`src/rtl/stopwatch_pkg.sv`:
```
// Shared stopwatch types: display FSM states, BCD time word, mux selects.
// Imported by the lap record controller and its record buffer.
package stopwatch_pkg;

  typedef enum logic {
    ST_LIVE = 1'b0,
    ST_VIEW = 1'b1
  } state_e;

  // 8 packed BCD digits, digit 0 in [3:0]
  typedef logic [31:0] bcd_time_t;

  localparam logic DISP_LIVE = 1'b0;
  localparam logic DISP_REC  = 1'b1;

endpackage

```
`src/rtl/lap_record_buf.sv`:
```
// DEPTH x 32 lap store: one sync write port, one registered read port.
// Ports: clk, reset_n, we_i/waddr_i/wdata_i, re_i/raddr_i, clr_i, rdata_o.
module lap_record_buf
  import stopwatch_pkg::*;
#(
  parameter int DEPTH = 8,
  parameter int PTR_W = 3
) (
  input  logic             clk,
  input  logic             reset_n,
  input  logic             we_i,
  input  logic [PTR_W-1:0] waddr_i,
  input  bcd_time_t        wdata_i,
  input  logic             re_i,
  input  logic [PTR_W-1:0] raddr_i,
  input  logic             clr_i,
  output bcd_time_t        rdata_o
);

  bcd_time_t mem_q [DEPTH];
  bcd_time_t rdata_q;

  always_ff @(posedge clk) begin
    if (we_i) mem_q[waddr_i] <= wdata_i;
  end

  // Bypass so a lap written this edge is visible at once
  always_ff @(posedge clk or negedge reset_n) begin
    if (!reset_n) begin
      rdata_q <= '0;
    end else if (clr_i) begin
      rdata_q <= '0;
    end else if (re_i) begin
      if (we_i && (waddr_i == raddr_i))
        rdata_q <= wdata_i;
      else
        rdata_q <= mem_q[raddr_i];
    end
  end

  assign rdata_o = rdata_q;

endmodule

```
`src/rtl/lap_record_ctrl.sv`:
```
// Lap capture ring plus LIVE/VIEW browse FSM with inactivity timeout.
// Ports: clk, reset_n, live_time, button pulses, tick -> disp_sel, rec_data, view_idx, rec_count, full.
module lap_record_ctrl
  import stopwatch_pkg::*;
#(
  parameter int DEPTH   = 8,
  parameter int PTR_W   = 3,
  parameter int TIMEOUT = 5
) (
  input  logic             clk,
  input  logic             reset_n,
  input  logic [31:0]      live_time,
  input  logic             lap_save,
  input  logic             view_toggle,
  input  logic             next,
  input  logic             clear,
  input  logic             tick,
  output logic             disp_sel,
  output logic [31:0]      rec_data,
  output logic [PTR_W-1:0] view_idx,
  output logic [PTR_W:0]   rec_count,
  output logic             full
);

  localparam int TMO_W = $clog2(TIMEOUT + 1);
  localparam logic [PTR_W:0] CNT_MAX = (PTR_W+1)'(DEPTH);
  localparam logic [TMO_W-1:0] TMO_LAST = TMO_W'(TIMEOUT - 1);

  state_e           state_q, state_d;
  logic [PTR_W-1:0] wr_ptr_q, wr_ptr_d;
  logic [PTR_W:0]   cnt_q, cnt_d;
  logic [PTR_W-1:0] idx_q, idx_d;
  logic [TMO_W-1:0] tmo_q, tmo_d;

  logic             we;
  logic             clr;
  logic             re;
  logic [PTR_W-1:0] rd_addr;

  always_ff @(posedge clk or negedge reset_n) begin
    if (!reset_n) begin
      state_q  <= ST_LIVE;
      wr_ptr_q <= '0;
      cnt_q    <= '0;
      idx_q    <= '0;
      tmo_q    <= '0;
    end else begin
      state_q  <= state_d;
      wr_ptr_q <= wr_ptr_d;
      cnt_q    <= cnt_d;
      idx_q    <= idx_d;
      tmo_q    <= tmo_d;
    end
  end

  // Only the highest-priority event acts each cycle
  always_comb begin
    state_d  = state_q;
    wr_ptr_d = wr_ptr_q;
    cnt_d    = cnt_q;
    idx_d    = idx_q;
    tmo_d    = tmo_q;
    we       = 1'b0;
    clr      = 1'b0;
    if (clear) begin
      clr      = 1'b1;
      state_d  = ST_LIVE;
      wr_ptr_d = '0;
      cnt_d    = '0;
      idx_d    = '0;
      tmo_d    = '0;
    end else if (lap_save) begin
      we       = 1'b1;
      wr_ptr_d = wr_ptr_q + 1'b1;
      if (cnt_q != CNT_MAX) cnt_d = cnt_q + 1'b1;
      idx_d    = '0;
      tmo_d    = '0;
    end else if (view_toggle) begin
      if (state_q == ST_VIEW) begin
        state_d = ST_LIVE;
        idx_d   = '0;
      end else if (cnt_q != '0) begin
        state_d = ST_VIEW;
        idx_d   = '0;
        tmo_d   = '0;
      end
    end else if (next) begin
      if (state_q == ST_VIEW) begin
        if ({1'b0, idx_q} == cnt_q - 1'b1)
          idx_d = '0;
        else
          idx_d = idx_q + 1'b1;
        tmo_d = '0;
      end
    end else if (tick) begin
      if (state_q == ST_VIEW) begin
        if (tmo_q == TMO_LAST) begin
          state_d = ST_LIVE;
          idx_d   = '0;
          tmo_d   = '0;
        end else begin
          tmo_d = tmo_q + 1'b1;
        end
      end
    end
  end

  // Next-state addressing keeps rec_data aligned with view_idx
  assign rd_addr = wr_ptr_d - 1'b1 - idx_d;
  assign re      = (state_d == ST_VIEW);

  lap_record_buf #(
    .DEPTH (DEPTH),
    .PTR_W (PTR_W)
  ) u_buf (
    .clk     (clk),
    .reset_n (reset_n),
    .we_i    (we),
    .waddr_i (wr_ptr_q),
    .wdata_i (live_time),
    .re_i    (re),
    .raddr_i (rd_addr),
    .clr_i   (clr),
    .rdata_o (rec_data)
  );

  assign disp_sel  = (state_q == ST_VIEW) ? DISP_REC : DISP_LIVE;
  assign view_idx  = idx_q;
  assign rec_count = cnt_q;
  assign full      = (cnt_q == CNT_MAX);

endmodule

```
`config.mk`:
```
export PLATFORM = sky130hd
export DESIGN_NAME = lap_record_ctrl
export DESIGN_NICKNAME = d
export VERILOG_FILES = /design/src/rtl/stopwatch_pkg.sv /design/src/rtl/lap_record_buf.sv /design/src/rtl/lap_record_ctrl.sv
export SDC_FILE = /design/constraint.sdc
export NUM_CORES = 1
export LEC_CHECK = 0
export CAP_MARGIN = 40
export CORE_AREA = 2 2 158 175
export CTS_BUF_LIST = sky130_fd_sc_hd__clkbuf_16
export DETAILED_ROUTE_END_ITERATION = 7
export DIE_AREA = 0 0 160 177
export SYNTH_ARGS = -nofsm -noshare
export SYNTH_HDL_FRONTEND = slang
export SYNTH_SLANG_ARGS = --single-unit
```
`constraint.sdc`:
```
create_clock -name clk -period 4.25 [get_ports clk]
set_input_delay 0.85 -clock clk [delete_from_list [all_inputs] [get_ports clk]]
set_output_delay 0.85 -clock clk [all_outputs]
set_load 0.01 [all_outputs]
```
==> impl_results.md <==
* GRT Util Overall at 18.93%
* Pin count of the biggest net entering global routing at 51
* Power density over cell area at 456.7 mW/mm^2
* Layout cells sized above 1 at 20.62%
* Register bit count reported by yosys at 302
* Number of distinct standard cells referenced by the synthesized netlist at 47
* GR Util met3 at 2.390%
* Worst-case clock buffer depth at 3
* Endpoint required time on the critical path at 4.66 ns
* Final setup fails at 0
* Total die area at 0.02832 sq mm
* Core ar. at 0.02664 sq mm
* Data arrival time of the worst path at 4.22 ns
* Initial drt markers at 518
* Main area contributors after synthesis: sky130_fd_sc_hd__edfxtp_1 64%, sky130_fd_sc_hd__mux4_2 12%, sky130_fd_sc_hd__dfrtp_1 9.5%
* Synthesized instance count at 614
* H-tree lvl count at 1
* Remaining DRCs at 0
* Final net count at 767
* Post-layout worst setup margin at 0.4411 ns
* Status: completed
* Post-cts repair resize count at 0
* Skew-Pair Late Insertion Delay at 0.55 ns
* Post-CTS setup repair buffer count at 0
* Worst r2r dst: u_buf.rdata_o[27]
* Worst setup path start: rec_count[0]
* Overall via count from detail_route at 6361
* Hold violation count in the final report at 0
* Num Clock Sinks at 302
* Total power after layout at 6.621 mW
* Met1 Usage GRT at 25.15%
* Number of antenna violations at the first check in global routing at 0
* Number of detailed-route iterations in the first pass at 5
* Via density per instance at 5.788
* Final Cycle Share at 89.62%
* Mapped Nets at 661
* TritonCTS clock tree: built
* Seq. cell area at 0.008838 sq mm
* Die height at 177 um
* Setup Skew at 0.008317 ns
* Number of synthesized flops with an enable pin at 256
* Library cell with the largest summed area after synthesis: sky130_fd_sc_hd__edfxtp_1
* Vias in the first global route at 6768
* Number of synthesis warnings at 0
* Global route hottest layer: met2
* Unrepaired setup endpoints after global routing: false
* Total wirelength of the detailed-routed design at 26.18 mm
* DP Worst Slack at 0.02356 ns
* Met2 usage in global routing at 33.17%
* Flop pwr share at 50.2%
* Share of async-settable or async-resettable flops after synthesis at 15.23%
* Startpoint class of the critical path: flip-flop
* Library cell used as clock root buffer: sky130_fd_sc_hd__clkbuf_16
* ANT cells at 0
* Count of nets left with antenna violations after detail routing at 0
* Area of the mapped netlist at 0.01207 sq mm
* Maximum capacitance violations at 0
* Clock slew at the register clock pins of the worst setup and hold paths at 0.06 ns
* Peak Freq at 262.5 MHz
* Horizontal die dimension at 160 um
* Gpl congestion at 0.7377
* Total half-perimeter wirelength after legalization and detailed placement at 15.05 mm
* IO buf count at 79
* Worst Tran Pin Value at 0.6711 ns
* Class of the most critical setup path: reg2reg
* Worst relative slew slack at 55.26%
* Synth Flop Type: sky130_fd_sc_hd__edfxtp_1
* Net Sw Power at 1.469 mW
* Final setup TNS at 0 ns
* Total number of placement rows at 63
* Worst setup EP type: flip-flop
* Highest ir drop seen on vdd at 337.9 uV
* P_leak at 4.954 nW
* Fillers at 2119
* Sw Ratio at 22.18%
* Number of top-level pins at 80
* Part of the total power dissipated in the clock network at 38.3%
* Routed wire length per instance at 23.83 um
* Cell-internal power at 5.152 mW
* R2R depth at 15
* Area occupied by multi-input gates at 0.003059 sq mm
* Combinational share of power at 11.5%
* Crit Reg-Reg Startpoint: rec_count[0]
* Number of CTS-inserted buffers at 31
* Setup slack on the worst flop-to-flop path at 0.44 ns
* Number of buffers inserted by hold repair at cts at 0
* Largest fanout on the critical path at 15
* Wire length of the first global-routing pass at 40.79 mm
* Initial Util at 45.29%
* Register area share after synthesis at 73.26%
* Path type of the worst min-delay path: in2async
* Shortest period the worst path allows at 3.809 ns
* Global route total overflow at 0
* Mean area per synthesized cell at 19.65 sq um
* Growth of design area from synthesis to finish at 20.15%
* Number of max-slew violations in the final report at 0
* Post-synth top area share at 63.71%
## cells in the final DEF (no fill, tap or decap), types with 6 or more instances in the layout
| cell type | count |
|---|---|
| sky130_fd_sc_hd__a32oi_1 | 32 |
| sky130_fd_sc_hd__nor2_1 | 12 |
| sky130_fd_sc_hd__inv_1 | 23 |
| sky130_fd_sc_hd__edfxtp_1 | 256 |
| sky130_fd_sc_hd__o31ai_1 | 35 |
| sky130_fd_sc_hd__mux2i_1 | 33 |
| sky130_fd_sc_hd__buf_4 | 24 |
| sky130_fd_sc_hd__ha_1 | 6 |
| sky130_fd_sc_hd__dfrtp_1 | 46 |
| sky130_fd_sc_hd__nand2_1 | 8 |
| sky130_fd_sc_hd__clkbuf_16 | 31 |
| sky130_fd_sc_hd__clkinv_1 | 6 |
| sky130_fd_sc_hd__mux4_2 | 64 |
| sky130_fd_sc_hd__nor2_4 | 6 |
| sky130_fd_sc_hd__o21ai_0 | 6 |
| sky130_fd_sc_hd__clkdlybuf4s50_1 | 78 |
| sky130_fd_sc_hd__buf_12 | 9 |
| sky130_fd_sc_hd__nand2b_1 | 7 |
## cells in the mapped netlist (all sizes together) (2+ instances only)
library cell,count
edfxtp,256
mux4,64
dfrtp,46
o31ai,35
mux2i,34
a32oi,32
clkbuf,32
nor2,19
inv,13
nand2,8
buf,7
ha,7
nand2b,7
o21ai,7
xor2,7
nand3,5
xnor2,5
nor3,4
a21oi,3
nand4,2
nor2b,2
## worst max-delay path by stage
stage	endpoint	slack, ns	cells past startpoint
2_1_floorplan	u_buf.mem_q[0][0]	0.05	4
3_3_place_gp	u_buf.rdata_o[27]	0.07	13
3_5_place_dp	u_buf.rdata_o[27]	0.02	12
4_1_cts	u_buf.rdata_o[27]	0.43	15
5_1_grt	u_buf.rdata_o[16]	0.19	15
6_report	u_buf.rdata_o[27]	0.44	15
## cell families after synthesis
family,after synthesis,synth area share [%]
fa+ha+maj,8,0.8918
mux,98,14.77
buf+inv,52,2.095
compound gates,88,5.673
flops,302,73.26
simple gates,54,2.230
xor+xnor,12,1.089
## power by group through the flow
| stage | Combinational (mW) | Sequential, mW | Clock (mW) |
|---|---|---|---|
| 2_1_floorplan | 0.451 | 3.38 | 0 |
| 3_3_place_gp | 0.758 | 3.38 | 0 |
| 3_5_place_dp | 0.775 | 3.38 | 0 |
| 4_1_cts | 0.777 | 3.32 | 2.61 |
| 5_1_grt | 0.824 | 3.33 | 2.72 |
| 6_report | 0.762 | 3.32 | 2.54 |
## metrics by stage
step | utilization (%) | cell area (sq um) | cells | hold slack (ns)
5_1_grt | 54.41 | 14500 | 1099 | 0.3645
6_report | 54.41 | 14500 | 1099 | 0.3254
3_5_place_dp | 50.82 | 13540 | 1044 | 0.4767
4_1_cts | 54.41 | 14500 | 1099 | 0.3332
3_3_place_gp | 50.82 | 13540 | 1044 | 0.4733
2_1_floorplan | - | 12070 | 614 | 0.4753
## flip-flops by register name, summed over array words and instances, names as in the netlist
| register | cells |
|---|---|
| u_buf.mem_q | 256 |
| tmo_q | 3 |
| view_idx | 3 |
| rec_count | 4 |
| u_buf.rdata_o | 32 |
| wr_ptr_q | 3 |
| state_q | 1 |
## critical path: stages (launching register included)
cell	delay, ns
sky130_fd_sc_hd__dfrtp_1	0.45
sky130_fd_sc_hd__inv_1	0.13
sky130_fd_sc_hd__ha_1	0.21
sky130_fd_sc_hd__nor3b_1	0.32
sky130_fd_sc_hd__nand2b_1	0.20
sky130_fd_sc_hd__inv_1	0.07
sky130_fd_sc_hd__nor4_1	0.24
sky130_fd_sc_hd__a41oi_1	0.13
sky130_fd_sc_hd__ha_4	0.23
sky130_fd_sc_hd__fa_2	0.35
sky130_fd_sc_hd__xor2_2	0.37
sky130_fd_sc_hd__xor2_4	0.22
sky130_fd_sc_hd__buf_12	0.22
sky130_fd_sc_hd__buf_12	0.15
sky130_fd_sc_hd__mux2i_1	0.25
sky130_fd_sc_hd__o31ai_1	0.10
## routing by layer
metal	routed length [um]	share of wire, %
met1	10800	41
met2	13530	52
met3	1304	5.0
met4	555	2.1
met5	0	0
## layout make-up
cell class,count,share of cell area [%]
Clock buffer,31,5.351
Clock inverter,24,1.252
Inverter,13,0.3366
Multi-Input combinational cell,260,21.10
Sequential cell,302,60.97
Tap cell,357,3.081
Timing Repair Buffer,112,7.906
(Power assumes the default switching activity.)
